===== src/rtl/regfile_wb_if.sv =====
// -----------------------------------------------------------------------------
// regfile_wb_if
// Bundle of issue, operand, writeback and load-port signals between the
// issue/ALU side (master) and the register file / writeback stage (slave).
//
// Signals (direction as seen by the slave, i.e. the register file):
//   in_valid   in   instruction presented this cycle
//   opcode     in   instruction opcode (also routed to the ALU)
//   addr_a/b   in   source register indices
//   addr_d     in   destination register index
//   rdata_a/b  out  combinational operands to the ALU
//   alu_result in   ALU result, valid the cycle after issue
//   alu_psr    in   ALU status flags, valid the cycle after issue
//   ld_valid   in   memory-stage load write request
//   ld_addr    in   load destination register
//   ld_data    in   load data
//   psr        out  committed processor status register
//   wb_valid   out  a writeback committed on the last edge
//   wb_addr    out  register written on the last edge
//   ld_drop    out  load lost a same-register collision on the last edge
// -----------------------------------------------------------------------------
interface regfile_wb_if #(
   parameter int AW = 4,
   parameter int DW = 16
);
   logic          in_valid;
   logic [7:0]    opcode;
   logic [AW-1:0] addr_a;
   logic [AW-1:0] addr_b;
   logic [AW-1:0] addr_d;
   logic [DW-1:0] rdata_a;
   logic [DW-1:0] rdata_b;
   logic [DW-1:0] alu_result;
   logic [4:0]    alu_psr;
   logic          ld_valid;
   logic [AW-1:0] ld_addr;
   logic [DW-1:0] ld_data;
   logic [4:0]    psr;
   logic          wb_valid;
   logic [AW-1:0] wb_addr;
   logic          ld_drop;

   modport slave (
      input  in_valid, opcode, addr_a, addr_b, addr_d,
      input  alu_result, alu_psr, ld_valid, ld_addr, ld_data,
      output rdata_a, rdata_b, psr, wb_valid, wb_addr, ld_drop
   );

   modport master (
      output in_valid, opcode, addr_a, addr_b, addr_d,
      output alu_result, alu_psr, ld_valid, ld_addr, ld_data,
      input  rdata_a, rdata_b, psr, wb_valid, wb_addr, ld_drop
   );
endinterface


===== src/rtl/regfile_wb.sv =====
// -----------------------------------------------------------------------------
// regfile_wb
// Register file and writeback stage wrapped around a one-cycle registered ALU.
// Supplies ALU operands from an NREGS x DW register file with a bypass from
// the in-flight ALU result, tracks each instruction's destination across the
// ALU latency, commits the ALU result and PSR flags, and accepts a secondary
// load write from the memory stage.
//
// Ports:
//   clock  in   system clock, rising edge
//   reset  in   asynchronous active-low reset
//   bus    slave side of regfile_wb_if (issue, operands, ALU return,
//          load port, psr and writeback status)
// -----------------------------------------------------------------------------
module regfile_wb #(
   parameter int NREGS = 16,
   parameter int AW    = 4,
   parameter int DW    = 16
) (
   input  logic        clock,
   input  logic        reset,
   regfile_wb_if.slave bus
);

   // Stage register: what the instruction currently inside the ALU will do
   // when its result returns.
   logic          r_stg_wen;
   logic          r_stg_psr_en;
   logic [AW-1:0] r_stg_addr;

   // Committed state and writeback status.
   logic [4:0]    r_psr;
   logic          r_wb_valid;
   logic [AW-1:0] r_wb_addr;
   logic          r_ld_drop;

   // Decode of the instruction in the issue slot.
   logic          w_dec_wen;
   logic          w_dec_psr_en;

   // Writeback-edge controls.
   logic          w_alu_we;
   logic          w_collide;
   logic          w_ld_we;

   // Bypass selects and array read view.
   logic          w_byp_a;
   logic          w_byp_b;
   logic [DW-1:0] w_rf [NREGS];

   // ------------------------------------------------------------------
   // Opcode decode
   // ------------------------------------------------------------------
   always_comb begin
      w_dec_wen    = 1'b0;
      w_dec_psr_en = 1'b0;
      case (bus.opcode)
         8'h01, 8'h02, 8'h03, 8'h05, 8'h06, 8'h09, 8'h0D: w_dec_wen = 1'b1;
         // Whole 0x8X and 0xFX groups write a destination.
         default: w_dec_wen = (bus.opcode[7:4] == 4'h8) ||
                              (bus.opcode[7:4] == 4'hF);
      endcase
      // ADD and CMP update the flags; CMP writes no register.
      if ((bus.opcode == 8'h05) || (bus.opcode == 8'h0B)) begin
         w_dec_psr_en = 1'b1;
      end
   end

   // ------------------------------------------------------------------
   // Stage register, captured on the issue edge alongside the ALU.
   // A bubble captures no write and no flag update.
   // ------------------------------------------------------------------
   always_ff @(posedge clock or negedge reset) begin
      if (!reset) begin
         r_stg_wen    <= 1'b0;
         r_stg_psr_en <= 1'b0;
         r_stg_addr   <= '0;
      end else begin
         r_stg_wen    <= bus.in_valid & w_dec_wen;
         r_stg_psr_en <= bus.in_valid & w_dec_psr_en;
         r_stg_addr   <= bus.addr_d;
      end
   end

   // ------------------------------------------------------------------
   // Writeback arbitration. The ALU always wins a same-register collision
   // with the load port; collisions on r0 are irrelevant since neither
   // write lands there.
   // ------------------------------------------------------------------
   always_comb begin
      w_alu_we  = r_stg_wen && (r_stg_addr != '0);
      w_collide = r_stg_wen && bus.ld_valid &&
                  (bus.ld_addr == r_stg_addr) && (bus.ld_addr != '0);
      w_ld_we   = bus.ld_valid && (bus.ld_addr != '0) && !w_collide;
   end

   // ------------------------------------------------------------------
   // Register array. Entry 0 has no storage and reads as zero; every
   // other entry is a DW-bit register with ALU-over-load write priority.
   // ------------------------------------------------------------------
   assign w_rf[0] = '0;

   generate
      for (genvar gi = 1; gi < NREGS; gi++) begin : g_reg
         logic [DW-1:0] r_q;

         always_ff @(posedge clock or negedge reset) begin
            if (!reset) begin
               r_q <= '0;
            end else if (w_alu_we && (r_stg_addr == AW'(gi))) begin
               r_q <= bus.alu_result;
            end else if (w_ld_we && (bus.ld_addr == AW'(gi))) begin
               r_q <= bus.ld_data;
            end
         end

         assign w_rf[gi] = r_q;
      end
   endgenerate

   // ------------------------------------------------------------------
   // PSR and writeback status.
   // ------------------------------------------------------------------
   always_ff @(posedge clock or negedge reset) begin
      if (!reset) begin
         r_psr      <= '0;
         r_wb_valid <= 1'b0;
         r_wb_addr  <= '0;
         r_ld_drop  <= 1'b0;
      end else begin
         if (r_stg_psr_en) begin
            r_psr <= bus.alu_psr;
         end
         // A write aimed at r0 is discarded but still reported.
         r_wb_valid <= r_stg_wen;
         r_wb_addr  <= r_stg_addr;
         r_ld_drop  <= w_collide;
      end
   end

   // ------------------------------------------------------------------
   // Operand read with bypass. The stage holds at most one in-flight
   // write, which is always the youngest, so a single compare suffices.
   // Load writes never bypass; they become visible from the array.
   // ------------------------------------------------------------------
   always_comb begin
      w_byp_a = r_stg_wen && (r_stg_addr != '0) && (bus.addr_a == r_stg_addr);
      w_byp_b = r_stg_wen && (r_stg_addr != '0) && (bus.addr_b == r_stg_addr);
   end

   always_comb begin
      bus.rdata_a = '0;
      bus.rdata_b = '0;
      // Operands are forced to zero while reset is held.
      if (reset) begin
         bus.rdata_a = w_byp_a ? bus.alu_result : w_rf[bus.addr_a];
         bus.rdata_b = w_byp_b ? bus.alu_result : w_rf[bus.addr_b];
      end
   end

   assign bus.psr      = r_psr;
   assign bus.wb_valid = r_wb_valid;
   assign bus.wb_addr  = r_wb_addr;
   assign bus.ld_drop  = r_ld_drop;

endmodule


===== src/flat_wrapper.sv =====
// flat-port wrapper written by rule: the top's interface ports become plain ports
module regfile_wb_flat 
#(
   parameter int NREGS = 16,
   parameter int AW    = 4,
   parameter int DW    = 16
)
  (clock, reset, bus_in_valid, bus_opcode, bus_addr_a, bus_addr_b, bus_addr_d, bus_alu_result, bus_alu_psr, bus_ld_valid, bus_ld_addr, bus_ld_data, bus_rdata_a, bus_rdata_b, bus_psr, bus_wb_valid, bus_wb_addr, bus_ld_drop);
  regfile_wb_if #(.AW(AW), .DW(DW)) bus_i ();
  input  logic clock;
  input  logic reset;
  input wire logic [$bits(bus_i.in_valid)-1:0] bus_in_valid;
  input wire logic [$bits(bus_i.opcode)-1:0] bus_opcode;
  input wire logic [$bits(bus_i.addr_a)-1:0] bus_addr_a;
  input wire logic [$bits(bus_i.addr_b)-1:0] bus_addr_b;
  input wire logic [$bits(bus_i.addr_d)-1:0] bus_addr_d;
  input wire logic [$bits(bus_i.alu_result)-1:0] bus_alu_result;
  input wire logic [$bits(bus_i.alu_psr)-1:0] bus_alu_psr;
  input wire logic [$bits(bus_i.ld_valid)-1:0] bus_ld_valid;
  input wire logic [$bits(bus_i.ld_addr)-1:0] bus_ld_addr;
  input wire logic [$bits(bus_i.ld_data)-1:0] bus_ld_data;
  output wire logic [$bits(bus_i.rdata_a)-1:0] bus_rdata_a;
  output wire logic [$bits(bus_i.rdata_b)-1:0] bus_rdata_b;
  output wire logic [$bits(bus_i.psr)-1:0] bus_psr;
  output wire logic [$bits(bus_i.wb_valid)-1:0] bus_wb_valid;
  output wire logic [$bits(bus_i.wb_addr)-1:0] bus_wb_addr;
  output wire logic [$bits(bus_i.ld_drop)-1:0] bus_ld_drop;
  assign bus_i.in_valid = bus_in_valid;
  assign bus_i.opcode = bus_opcode;
  assign bus_i.addr_a = bus_addr_a;
  assign bus_i.addr_b = bus_addr_b;
  assign bus_i.addr_d = bus_addr_d;
  assign bus_i.alu_result = bus_alu_result;
  assign bus_i.alu_psr = bus_alu_psr;
  assign bus_i.ld_valid = bus_ld_valid;
  assign bus_i.ld_addr = bus_ld_addr;
  assign bus_i.ld_data = bus_ld_data;
  assign bus_rdata_a = bus_i.rdata_a;
  assign bus_rdata_b = bus_i.rdata_b;
  assign bus_psr = bus_i.psr;
  assign bus_wb_valid = bus_i.wb_valid;
  assign bus_wb_addr = bus_i.wb_addr;
  assign bus_ld_drop = bus_i.ld_drop;
  regfile_wb #(.NREGS(NREGS), .AW(AW), .DW(DW)) u_core (.clock(clock), .reset(reset), .bus(bus_i));
endmodule

===== config.mk =====
export PLATFORM = sky130hd
export DESIGN_NAME = regfile_wb_flat
export DESIGN_NICKNAME = d
export VERILOG_FILES = /design/src/rtl/regfile_wb_if.sv /design/src/rtl/regfile_wb.sv /design/src/flat_wrapper.sv
export SDC_FILE = /design/constraint.sdc
export NUM_CORES = 1
export LEC_CHECK = 0
export ABC_AREA = 0
export ABC_CLOCK_PERIOD_IN_PS = 3010
export CAP_MARGIN = 25
export CORE_MARGIN = 2
export CORE_UTILIZATION = 61
export CTS_CLUSTER_SIZE = 8
export DETAILED_ROUTE_END_ITERATION = 7
export GPL_ROUTABILITY_DRIVEN = 0
export PLACE_DENSITY_LB_ADDON = 0.25
export SYNTH_ARGS = -nofsm -noshare
export SYNTH_HDL_FRONTEND = slang
export SYNTH_SLANG_ARGS = --single-unit

===== constraint.sdc =====
create_clock -name clock -period 3.01 [get_ports clock]
set_clock_uncertainty 0.15 [all_clocks]
set_input_delay 0.602 -clock clock [delete_from_list [all_inputs] [get_ports clock]]
set_output_delay 0.602 -clock clock [all_outputs]
set_load 0.03 [all_outputs]

# Word-level counts from Yosys, hierarchy flattened
# Cells that the tools add are included.
# op_classes
add_sub_neg	0
multipliers	0
n_div	0
order_cmp	2
n_eq_ne	43
shift	0
muxes	42
n_bitwise	4
n_reduce_logical	59
# op_table
operator	count
16-bit two-way mux	38
16-bit binary-select mux with 4-bit select	2
4-bit equality test (second input constant)	18
1-bit logical AND	38
4-bit by 3-bit equality test with 1-bit output (second input constant)	8
2-bit nonzero test	15
8-bit by 4-bit equality test with 1-bit output (second input constant)	3
4-bit by 2-bit equality test with 1-bit output (second input constant)	4
8-bit by 2-bit equality test with 1-bit output (second input constant)	2
8-bit by 3-bit equality test with 1-bit output (second input constant)	2
4-bit equality test	3
5-bit >= comparator (second input constant)	2
4-bit NOT with 5-bit output	2
4-bit by 1-bit equality test with 1-bit output (second input constant)	2
8-bit by 1-bit equality test with 1-bit output (second input constant)	1
4-bit nonzero test	2
7-bit OR reduction	1
1-bit AND	2
1-bit logical OR	2
1-bit two-way mux	2
1-bit zero test	1
# totals
reg_bits	257
latchBits	0
ram_bits	0
mem_bits_ro	0
inputBits	65
out_inout_bits	43
elab_cells	172
n_memories	0

# Longest topological paths before layout
# Gate-level depths: netlist of the first run.
# logic_depth
ltp_word	8
depth_mapped	9
ltp_nobuf	5

# Least setup slack after synthesis of the first run
# OpenSTA, ideal clock, no wires.
# synth_timing
kind	in2out
startpoint	input port bus_addr_b[0]
endpoint	output port bus_rdata_b[10]
arrival_time_ps	2511
required_ps	2258
slack_ps	-253
path_stages	8
path_buffers	3
path_cell_list	buf_2 -> and3b_1 -> clkbuf_1 -> buf_4 -> a22oi_1 -> o211ai_1 -> or3_1 -> a21boi_0
# synth_via
elab_chain_len	6
elab_cells_between_ends	8
classes_between	1 x eq/ne; 5 x mux; 1 x bitwise; 1 x reduce/logical
# synth_rtl
item	line_no	rtl
start, declared	flat_wrapper.sv:15	input wire logic [$bits(bus_i.addr_b)-1:0] bus_addr_b;
4-bit NOT with 5-bit output (implied by the code)	regfile_wb.sv:157	bus.rdata_b = w_byp_b ? bus.alu_result : w_rf[bus.addr_b];
16-bit binary-select mux with 4-bit select	regfile_wb.sv:157	
16-bit two-way mux (implied by the code) (2 in series)	regfile_wb.sv:157	
16-bit two-way mux *	regfile_wb.sv:157	
16-bit two-way mux *	regfile_wb.sv:155	if (reset) begin
end, declared	flat_wrapper.sv:23	output wire logic [$bits(bus_i.rdata_b)-1:0] bus_rdata_b;
# Every way passes the cells marked *; elsewhere a longest branch is shown, timed or not. The select of a mux whose other input is x is not followed.

# Worst setup path in the final report of the first run
# layout_timing
startpoint	register u_core.r_stg_addr[1]
endpoint	output port bus_rdata_b[4]
# layout_via
elab_chain_len	5
elab_cells_between_ends	6
classes_between	1 x eq/ne; 2 x mux; 3 x reduce/logical
# layout_rtl
item	line_no	rtl
start, declared	regfile_wb.sv:29	logic [AW-1:0] r_stg_addr;
start signal, assigned	regfile_wb.sv:81	r_stg_addr <= bus.addr_d;
4-bit nonzero test	regfile_wb.sv:148	w_byp_b = r_stg_wen && (r_stg_addr != '0) && (bus.addr_b == r_stg_addr);
1-bit logical AND	regfile_wb.sv:148	
1-bit logical AND *	regfile_wb.sv:148	
16-bit two-way mux *	regfile_wb.sv:157	
16-bit two-way mux *	regfile_wb.sv:155	
# Every way passes the cells marked *; elsewhere a longest branch is shown, timed or not.

==> results of run 1 <==
registers in the layout (all words and copies together) (netlist names):
name and cells:
u_core.bus.psr 5, u_core.r_stg_addr 4, u_core.bus.ld_drop 1, u_core.r_stg_wen 1
u_core.g.r_q 240, u_core.bus.wb_valid 1, u_core.bus.wb_addr 4, u_core.r_stg_psr_en 1
timing repair:
item | 4_1_cts | 5_1_grt
setup endpoints to repair | 32 | 32
cloned | 1 | 0
endpoints found under the hold margin | 21 | 0
pin swaps | 18 | 5
gates resized for setup | 44 | 10
hold buffers | 1 | 0
buffers inserted | 1 | 3
cell usage after synthesis (2+ instances only):
library cell / number / area (um^2)
mux2i_1: 289 / 2890
nor2_1: 265 / 995
dfrtp_1: 257 / 6430
a21oi_1: 242 / 1210
clkbuf_1: 90 / 338
mux4_2: 65 / 1460
mux2_2: 37 / 417
nand3_1: 37 / 185
nand2_1: 33 / 124
buf_2: 31 / 155
nor2b_1: 27 / 169
and3_1: 18 / 113
a221oi_1: 17 / 149
a22o_1: 16 / 140
a2bb2oi_1: 16 / 140
o31ai_1: 16 / 120
a221o_1: 15 / 150
a32oi_1: 15 / 131
buf_1: 15 / 56.3
a21boi_0: 14 / 105
a22oi_1: 14 / 105
o211ai_1: 14 / 105
or3_1: 14 / 87.6
clkbuf_4: 13 / 97.6
buf_4: 12 / 90.1
buf_12: 11 / 220
buf_6: 10 / 113
o21ai_4: 10 / 163
xnor2_1: 10 / 87.6
o21ai_2: 5 / 43.8
nor3_1: 4 / 20.0
and2_1: 3 / 18.8
nand4_1: 3 / 18.8
a21boi_1: 2 / 15.0
inv_1: 2 / 7.51
nand2b_1: 2 / 12.5
nor3b_1: 2 / 15.0
or2_2: 2 / 12.5
xnor2_2: 2 / 32.5
worst max-delay path by stage:
stage | from | to | slack, ns | cells past startpoint
after floorplan | bus_addr_b[0] | bus_rdata_b[10] | -0.02 | 8
after global placement | bus_addr_b[3] | bus_rdata_b[5] | -0.43 | 8
after detailed placement | bus_addr_b[3] | bus_rdata_b[5] | -0.49 | 8
after CTS | u_core.r_stg_addr[3] | bus_rdata_b[4] | -0.15 | 7
after global routing | u_core.r_stg_addr[1] | bus_rdata_b[4] | -0.25 | 7
final | u_core.r_stg_addr[1] | bus_rdata_b[4] | -0.19 | 7
layout make-up:
| type | count | area share |
|---|---|---|
| clock buffers | 39 | 0.0475 |
| inverters | 2 | 0.000370 |
| diodes | 1 | 0.000123 |
| well taps | 341 | 0.0210 |
| flip-flops and latches | 257 | 0.317 |
| repair buffers | 260 | 0.142 |
| multi-input cells | 1220 | 0.470 |
| clock inverters | 4 | 0.00203 |
report_power, final:
group | internal [mW] | switching, mW | leakage, nW | total [mW]
combinational | 1.87 | 1.71 | 6.44 | 3.58
sequential | 4.34 | 0.794 | 2.99 | 5.13
clock | 2.26 | 1.54 | 0.492 | 3.80
critical path: stages, from the launching register on:
cell	delay, ns
dfrtp_1	0.40
o41ai_4	0.45
nor2_2	0.09
buf_12	0.17
or3_1	0.38
a21boi_1	0.15
buf_4	0.17
buf_12	0.12
cell families after synthesis:
| group | count (synthesis) | share of synthesized area |
|---|---|---|
| mux | 391 | 0.283 |
| xor+xnor | 12 | 0.00712 |
| compound gates | 402 | 0.156 |
| flops | 257 | 0.381 |
| buf+inv | 185 | 0.0642 |
| simple gates | 415 | 0.108 |
stage by stage:
step / utilization / cells / setup TNS [ns] / hold slack, ns / power, mW
after CTS: 0.748 / 2120 / -2.50 / 0.344 / 12.4
after global placement: 0.702 / 2074 / -7.30 / 0.272 / 8.36
after detailed placement: 0.702 / 2074 / -7.84 / 0.274 / 8.51
final: 0.751 / 2124 / -2.60 / 0.348 / 12.5
after global routing: 0.751 / 2124 / -4.17 / 0.347 / 13.0
after floorplan: - / 1662 / -0.0238 / 0.156 / 7.25
metal layers:
metal	wire length (um)	vias up	track usage
li1	-	6293	-
met1	21500	7392	0.550
met2	26600	1248	0.623
met3	7890	295	0.118
met4	3630	0	0.234
met5	0	-	0
==> results.cfg, run 1 <==
[logic_synthesis]
ys_warn_count = 0
netlist_instances = 1662
synth_cell_type_count = 51
seq_area_frac_synth = 0.381
synth.avg_cell_area_um2 = 10.1
synthFlopType = dfrtp_1
ys_ff_latch = 257
synthArstFlopShare = 1.00
synth_area_mm2 = 0.0169
syn-num-nets = 1727
synth_edf_count = 0

[route]
routed_wl_um = 59700
drt-wirelength-per-cell_um = 28.1
num_vias = 15200
drc_errors = 0
ant_nets = 0
drtIter0Drc = 2582
firstDrtPassIters = 7
via_per_inst = 7.17

[worst_setup_path]
rr_endpoint = u_core.g_reg[1].r_q[1]
r2r_setup_slack_ns = 0.60
rr_worst_depth = 6
worst_setup_path_end_kind = primary output
worstPathArrival_ns = 2.44
criticalPathCategory = reg -> out
start_kind = flop
crit_required_ns = 2.26
cp_max_fo = 23
r2r-start = u_core.r_stg_addr[2]

[sta]
final_hold_viol_count = 0
finalSetupViolations = 32
worst_slew_pin_slew_ns = 0.781
slew_violations = 0
fin_crit_sh = 1.06
grt_setup_unrepaired = yes
max_freq_ghz = 0.313
period_needed_ns = 3.20
relSlewSlack = 0.478
setup_slack_ns = -0.186

[finish]
final_nets = 1844
final_common_cell = mux2i_1
design_area_mm2 = 0.0203
area_growth_pct = 20.4
multi_input_area_mm2 = 0.00954
seq_area_mm2 = 0.00643
drive_gt1_frac = 0.219
fillers = 1762
layout_common_cells = mux2i_1, nor2_1, dfrtp_1, a21oi_1, buf_4

[placement]
postPlaceCellArea_mm2 = 0.0190
place_hpwl_um = 37700
dpl_worst_slack_ns = -0.488
port_buffers = 107

[power_and_ir_drop]
p_per_area_mw_per_mm2 = 617
vdd_drop_max_v = 0.000399
p_leak_nw = 9.93

[floorplan]
start_util = 0.624
fp.coreArea_mm2 = 0.0270
die_h_um = 170
rows = 60
die-area_mm2 = 0.0290
die_x_um = 170
ioPinCount = 108

[clocking]
cts_sinks = 257
clkSlewWorstSetupHoldPaths_ns = 0.05
cts_max_path_buffers = 3
root_buffer = clkbuf_16
tritoncts = done
h-tree-depth = 2
numCtsBuffers = 38
clk_latency_ns = 0.52

[job]
drv_cap = 0

[global_route]
track_usage = 0.418
grt_max_degree = 111
overflow = 0
grt_pass1_vias = 14900
grt_pass1_wl_um = 90200
antenna_found_initial = 1

[outcome]
violations = negative setup slack
outcome = finished with violations

[hold_path]
hold_class = in -> async
No activity file was read; power rests on OpenSTA's default activity.
==> run 2: changes to the inputs <==
Settings changed: ABC_CLOCK_PERIOD_IN_PS 3010 to 2600, CORE_UTILIZATION 61 to 55.
Clock period 3.01 ns to 2.6 ns, I/O delays scaled along.
==> run 2 against run 1 <==
Core utilization is 5.4 points lower. Power rose by 18%. Largest cell class unchanged. Register-to-register slack worse by 0.34 ns. Critical path depth unchanged. Clock power grew 16%. The run still ends with negative setup slack left. Final cell count increased by 4.9%. First-iteration DRC count down 20%. Critical endpoint is now bus_rdata_b[5]. Global-route usage fell by 2.4 points.
==> results.cfg, run 2 (synthesized netlist as in run 1, its figures left out) <==
[clocking]
cts_max_path_buffers = 3
tritoncts = done
h-tree-depth = 2
numCtsBuffers = 38
clk_latency_ns = 0.51
clkSlewWorstSetupHoldPaths_ns = 0.05
root_buffer = clkbuf_16
cts_sinks = 257

[worst_setup_path]
worstSetupEndpoint = bus_rdata_b[5]
criticalPathCategory = reg -> out
start_kind = flop
worst_setup_path_end_kind = primary output
cp_max_fo = 3
rr_endpoint = u_core.g_reg[12].r_q[5]
crit_required_ns = 1.93
worstPathArrival_ns = 2.40
rr_worst_depth = 8
r2r_setup_slack_ns = 0.26
crit_start = u_core.r_stg_addr[1]
r2r-start = u_core.r_stg_addr[1]

[power_and_ir_drop]
total_power_mw = 14.7
p_int_mw = 9.99
switchingPower_mw = 4.73
vdd_drop_max_v = 0.000389
p_comb_frac = 0.297
p_leak_nw = 10.3
seqPwrFrac = 0.403
p_per_area_mw_per_mm2 = 695
clkPwrFrac = 0.300
p_sw_frac = 0.321

[sta]
relSlewSlack = 0.445
whs_ns = 0.0280
setup_slack_ns = -0.473
period_needed_ns = 3.07
grt_setup_unrepaired = yes
worst_slew_pin_slew_ns = 0.833
slew_violations = 0
finalSetupViolations = 32
final_hold_viol_count = 0
fin_crit_sh = 1.18
max_freq_ghz = 0.325

[floorplan]
ioPinCount = 108
fp.coreArea_mm2 = 0.0303
die_h_um = 179
start_util = 0.556
rows = 64
die_x_um = 179
die-area_mm2 = 0.0321

[finish]
largest_register_ffs = 240
layout_common_cells = mux2i_1, nor2_1, dfrtp_1, a21oi_1, buf_4
area_growth_pct = 25.5
drive_gt1_frac = 0.258
final_common_cell = mux2i_1
regMostFlops = u_core.g.r_q
final_nets = 1894

[route]
drtIter0Drc = 2072
via_per_inst = 6.81
firstDrtPassIters = 6
drc_errors = 0
num_vias = 15200
drt-wirelength-per-cell_um = 28.1
ant_nets = 0
routed_wl_um = 62600

[global_route]
antenna_found_initial = 3
overflow = 0
grt_max_degree = 64
grt_pass1_vias = 14800
grt_pass1_wl_um = 92700
track_usage = 0.394

[job]
drv_cap = 0

[outcome]
outcome = finished with violations
violations = negative setup slack

[placement]
port_buffers = 107
place_hpwl_um = 39400

[hold_path]
hold_class = in -> async
-- run 2: layout make-up --
type,instances,area [um^2]
Antenna cell,1,2.50
Clock buffer,40,980
Clock inverter,2,17.5
Fill cell,2218,9180
Inverter,2,7.51
Multi-Input combinational cell,1220,9840
Sequential cell,257,6430
Tap cell,396,495
Timing Repair Buffer,310,3390
-- run 2: metal layers --
layer / part of all wire / track usage
met4: 0.061 / 0.205
met5: 0.00032 / 0
met1: 0.37 / 0.518
met3: 0.12 / 0.112
met2: 0.44 / 0.593
-- run 2: worst min-delay path by stage --
stage,start,end,slack (ns),cells after the start
after floorplan,reset,u_core.bus.ld_drop,0.07,0
after global routing,reset,u_core.bus.psr[2],0.04,3
after global placement,reset,u_core.g_reg[2].r_q[1],0.19,1
after CTS,reset,u_core.bus.psr[2],0.02,3
final,reset,u_core.bus.psr[2],0.03,3
after detailed placement,reset,u_core.g_reg[2].r_q[1],0.19,1
-- run 2: metrics by stage --
stage          utilization  std cells  area, um^2  setup slack (ns)  setup TNS [ns]
3_3_place_gp         0.649       2172       19700            -0.849          -29.17
5_1_grt              0.697       2228       21200            -0.525          -15.18
6_report             0.697       2228       21200            -0.473          -13.90
2_1_floorplan            -       1662       17200           0.00102               0
4_1_cts              0.694       2224       21100            -0.447          -11.33
3_5_place_dp         0.649       2173       19700            -0.673          -31.26
-- run 2: worst max-delay path: stages, from the launching register on --
cell and delay [ns]:
dfrtp_1 0.39, o41ai_2 0.36, buf_4 0.20, nor2_4 0.06, buf_6 0.12, or3_4 0.38
a21boi_4 0.23, buf_6 0.16
-- run 2: power by group through the flow --
| stage | Clock (mW) | Sequential, mW | Combinational [mW] |
|---|---|---|---|
| detailed placement | 0 | 5.91 | 4.13 |
| finish | 4.41 | 5.93 | 4.38 |
| global placement | 0 | 5.83 | 4.01 |
| global route | 4.59 | 6.02 | 4.67 |
| floorplan | 0 | 5.61 | 2.91 |
| CTS | 4.41 | 5.86 | 4.29 |
-- run 2: timing repair --
action / CTS / global route
buffers inserted: 6 / 2
endpoints found under the setup margin: 32 / 32
endpoints found under the hold margin: 69 / 0
hold buffers: 3 / 0
pin swaps: 20 / 18
resized for setup: 58 / 9
gates cloned: 2 / 1
==> run 3: changes to the inputs <==
Settings changed: ABC_CLOCK_PERIOD_IN_PS 2600 to 3000, CORE_UTILIZATION 55 to 45, DONT_BUFFER_PORTS from default to 1.
Clock period 2.6 ns to 3 ns, I/O delays scaled along.
==> run 3 against run 2 <==
The run ends with negative hold slack, negative setup slack left. Worst hold slack got worse by 0.40 ns. First-iteration DRC count shrank 9.3%. Clock-buffer cell count rose by 1. Critical path depth up 1. Via count fell by 10%. Sequential power fell by 14%. Non-clock buffer count down 209. Power decreased by 19%. Wire length fell by 8.1%. Die area up 22%. Global-route usage is 9.8 points lower. Sequential share of layout area up 4.0 points.
==> results.cfg, run 3 (synthesized netlist as in run 1, its figures left out) <==
[sta]
whs_ns = -0.374
relSlewSlack = 0.496
final_hold_viol_count = 257
setup_slack_ns = -0.168
period_needed_ns = 3.17
max_freq_ghz = 0.316
finalSetupViolations = 30
grt_setup_unrepaired = yes
fin_crit_sh = 1.06
fin_tns_setup_ns = -1.86
worst_slew_pin_slew_ns = 0.753
slew_violations = 0

[clocking]
h-tree-depth = 2
cts_max_path_buffers = 3
numCtsBuffers = 38
root_buffer = clkbuf_16
hold_buffers = 4
clkSlewWorstSetupHoldPaths_ns = 0.05
clk_latency_ns = 0.52
cts_sinks = 257
tritoncts = done

[power_and_ir_drop]
total_power_mw = 12.0
p_leak_nw = 9.06
switchingPower_mw = 3.55
p_sw_frac = 0.297
p_per_area_mw_per_mm2 = 639
clkPwrFrac = 0.329
seqPwrFrac = 0.428
vdd_drop_max_v = 0.000329
p_int_mw = 8.41
p_comb_frac = 0.244

[worst_setup_path]
worstPathArrival_ns = 2.42
crit_start = u_core.r_stg_addr[0]
crit_path_max_incr_delay_ns = 0.40
r2r-start = u_core.r_stg_addr[1]
crit_required_ns = 2.25
cpMaxStageDelayCell = dfrtp_1
crit_chain = buf_4 > xnor2_2 > nand4_1 > nor2_2 > buf_12 > or3_1 > a21boi_2 > buf_6
rr_worst_depth = 6
worstSetupEndpoint = bus_rdata_b[12]
start_kind = flop
r2r_setup_slack_ns = 0.46
rr_endpoint = u_core.g_reg[7].r_q[15]
criticalPathCategory = reg -> out
cp_max_fo = 32
worst_setup_path_end_kind = primary output

[placement]
numPlacedInstances = 2042
place_hpwl_um = 35300
port_buffers = 0

[floorplan]
die-area_mm2 = 0.0390
start_util = 0.458
fp.coreArea_mm2 = 0.0368
die_x_um = 198
rows = 70
die_h_um = 198
ioPinCount = 108

[finish]
largest_register_ffs = 240
regMostFlops = u_core.g.r_q
final_util = 0.509
diodes = 0
drive_gt1_frac = 0.183
fillers = 3261
final_common_cell = mux2i_1
area_growth_pct = 10.9
layout_common_cells = mux2i_1, nor2_1, dfrtp_1, a21oi_1, mux4_2
final_nets = 1685
stdcell_count = 2091

[route]
num_vias = 13600
drt-wirelength-per-cell_um = 27.5
drc_errors = 0
routed_wl_um = 57600
drtIter0Drc = 1879
firstDrtPassIters = 8
via_per_inst = 6.51
ant_nets = 0

[global_route]
overflow = 0
track_usage = 0.296
grt_pass1_vias = 13000
grt_max_degree = 276
antenna_found_initial = 0
grt_pass1_wl_um = 85800

[outcome]
violations = negative hold slack, negative setup slack
outcome = finished with violations

[hold_path]
hold_class = in -> async

[job]
drv_cap = 0
## run 3: changes by cell type in the layout (fill, tap and decap cells not counted), moves of 3 or more
| cell | previous run | this run |
|---|---|---|
| clkdlybuf4s50_1 | 67 | 0 |
| or3_4 | 14 | 2 |
| a21boi_2 | 0 | 12 |
| a22o_1 | 0 | 9 |
| a22oi_2 | 5 | 0 |
| a21boi_4 | 15 | 1 |
| or3_1 | 0 | 12 |
| buf_12 | 57 | 19 |
| o31ai_1 | 11 | 16 |
| buf_4 | 149 | 51 |
| a22oi_1 | 9 | 14 |
| buf_8 | 3 | 0 |
| a22o_4 | 16 | 7 |
| o31ai_2 | 5 | 0 |
## run 3: per-layer routing
layer	up-vias	GRT usage	routed length [um]
li1	5969	-	-
met1	6798	0.391	22900
met2	706	0.469	27000
met3	135	0.0770	5550
met4	0	0.112	2120
met5	-	0	0
## run 3: stage by stage
stage	setup WS, ns	area, um^2
after floorplan	-0.0298	16900
after global placement	-0.109	17400
after detailed placement	0.0201	17400
after CTS	-0.187	18700
after global routing	-0.227	18700
final	-0.168	18700
## run 3: cell type report
| cell class | count | area, um^2 | share of cell area |
|---|---|---|---|
| timing repair buffer | 101 | 1120 | 0.0601 |
| sequential | 257 | 6430 | 0.344 |
| multi-input combinational | 1220 | 9530 | 0.509 |
| clock buffer | 41 | 993 | 0.0531 |
| clock inverter | 2 | 38.8 | 0.00207 |
| tap | 468 | 586 | 0.0313 |
| inverter | 2 | 7.51 | 0.000401 |
## run 3: worst min path at each step
stage	startpoint	end	slack [ns]	depth (start not counted)
floorplan	reset	u_core.bus.ld_drop	0.15	0
global placement	reset	u_core.g_reg[5].r_q[7]	0.17	0
detailed placement	reset	u_core.g_reg[7].r_q[7]	0.17	0
CTS	reset	u_core.g_reg[7].r_q[13]	-0.39	0
global route	reset	u_core.g_reg[7].r_q[13]	-0.39	0
finish	reset	u_core.g_reg[7].r_q[7]	-0.37	0
## run 3: worst max-delay path: cells and delay by family (launching register included)
family          cells  cell delay, ns
buf+inv             3            0.54
xor+xnor            1            0.14
simple gates        3            0.56
flops               1            0.40
compound gates      1            0.23
## run 3: power by group through the flow
stage | logic [mW] | registers, mW | clock network, mW
finish | 2.92 | 5.12 | 3.93
global placement | 2.77 | 5.08 | 0
global route | 3.14 | 5.20 | 4.12
CTS | 2.88 | 5.08 | 3.98
floorplan | 2.41 | 4.86 | 0
detailed placement | 2.80 | 5.13 | 0
## run 3: repair_timing
item | 4_1_cts | 5_1_grt
setup endpoints to repair | 32 | 32
setup buffers | 1 | 0
hold endpoints to repair | 261 | 257
gates resized for setup | 46 | 7
cloned | 1 | 0
pin swaps | 18 | 3
==> variant: new RTL, settings of run 1 <==
`NREGS` is set to 16 in 2 places; all go to 32.
--- a/src/rtl/regfile_wb.sv
+++ b/src/rtl/regfile_wb.sv
@@ -13,7 +13,7 @@
 //          load port, psr and writeback status)
 // -----------------------------------------------------------------------------
 module regfile_wb #(
-   parameter int NREGS = 16,
+   parameter int NREGS = 32,
    parameter int AW    = 4,
    parameter int DW    = 16
 ) (
--- a/src/flat_wrapper.sv
+++ b/src/flat_wrapper.sv
@@ -1,7 +1,7 @@
 // flat-port wrapper written by rule: the top's interface ports become plain ports
 module regfile_wb_flat 
 #(
-   parameter int NREGS = 16,
+   parameter int NREGS = 32,
    parameter int AW    = 4,
    parameter int DW    = 16
 )
Function: not settled (the Yosys comparison gave no result); the edit may change what the design does.
==> variant against run 1 <==
- the run ends with DRC, setup timing left
- clock power barely moved
- setup slack better by 2.6 ps
- power increased by 1.3%
- design area up 2.6%
- sequential share of layout area shrank 0.79 points
- sequential cell count stayed put
- routed wire length is 3.9% higher
- hold slack lost 280 ps
- synthesized area shrank 1.3%
- register-to-register slack got worse by 390 ps
- critical endpoint is now bus_rdata_b[13]
- largest cell class unchanged
- largest power group unchanged
==> variant: results (changes against run 1) <==
[global_routing]
grt_antenna_before_repair=3  ; +2
grt_max_degree=71  ; -36%
grtUsageMet2_pct=64.5  ; +2.1 points
grtUsageTotal_pct=42.3  ; +0.50 points
use_met3_pct=11.6  ; -0.13 points
grt_pass1_wl_mm=91.4  ; +1.3%

[layout]
drive_gt1_share_pct=24.9  ; +2.9 points
multi_input_area_um2=9840  ; +3.1%
final-clk-cell-share_pct=4.80  ; -0.15 points
multi_input_cells=1209  ; -0.90%
buffers_excl_clock=277  ; +6.5%
clkbuf_count=41  ; +5.1%
buffer_area_share_pct=14.9  ; +0.69 points
stdcell_count=2134  ; +0.47%

[yosys]
syn_avg_cell_area_um2=10.0  ; -0.97%
ys_types=52  ; +2.0%
synth_mux_area_share_pct=28.6  ; +0.30 points
synth-compound-area-share_pct=16.3  ; +0.72 points
synth_nets=1722  ; -0.29%

[sta]
fin_tns_setup_ps=-4160  ; -1550 ps
fin_ws_ps=-184  ; +2.63 ps
setup_viol=32  ; unchanged
worstMarginPinSlew_ps=967  ; +185 ps

[pwr]
leakage_uw=0.00998  ; +0.48%
powerSeq_uw=5140  ; about the same
vdd_drop_max_mv=0.454  ; +14%
power_density_nw_per_um2=609  ; -1.3%
p_switching_uw=4100  ; +1.2%

[drt]
m1WireLength_mm=21.6  ; +0.16%
drt-pass1-iter-count=8  ; +1
wl_met2_mm=27.9  ; +4.7%
wl_met3_mm=8.27  ; +4.8%
route.detailed.drc=2  ; +2
drt-total-wl_mm=62.0  ; +3.9%

[run_status]
status=finished with violations
violations=DRC, setup timing

[place]
dp_slack_ps=-606  ; -118 ps
dp_hpwl_mm=38.3  ; +1.5%

[critical_path]
slowest_stage=dfrtp_1
critPathMaxFanout=11  ; -52%

[cts]
cts_setup_buffers=5  ; +4

-- variant: cell count changes in the layout (fill, tap and decap cells not counted), sizes merged, moves of 7 or more --
| cell | before | now |
|---|---|---|
| a22oi | 14 | 21 |
| a32oi | 15 | 7 |
| and3 | 19 | 4 |
| buf | 190 | 204 |
| o2111ai | 0 | 12 |
| o21ai | 16 | 2 |
-- variant: worst paths after layout --
kind,from,end,slack [ps],depth (start not counted)
min in group clock,u_core.bus.psr[0]$_DFFE_PN0P_,u_core.bus.psr[0]$_DFFE_PN0P_,350,1
min reg2reg,u_core.bus.psr[0]$_DFFE_PN0P_,u_core.bus.psr[0]$_DFFE_PN0P_,350,1
max,u_core.r_stg_addr[1]$_DFF_PN0_,bus_rdata_b[13],-180,7
max reg2reg,u_core.r_stg_addr[1]$_DFF_PN0_,u_core.g_reg[27].r_q[13]$_DFFE_PN0P_,210,9
max in group asynchronous,reset,u_core.g_reg[22].r_q[7]$_DFFE_PN0P_,1660,3
min,reset,u_core.bus.psr[2]$_DFFE_PN0P_,60,2
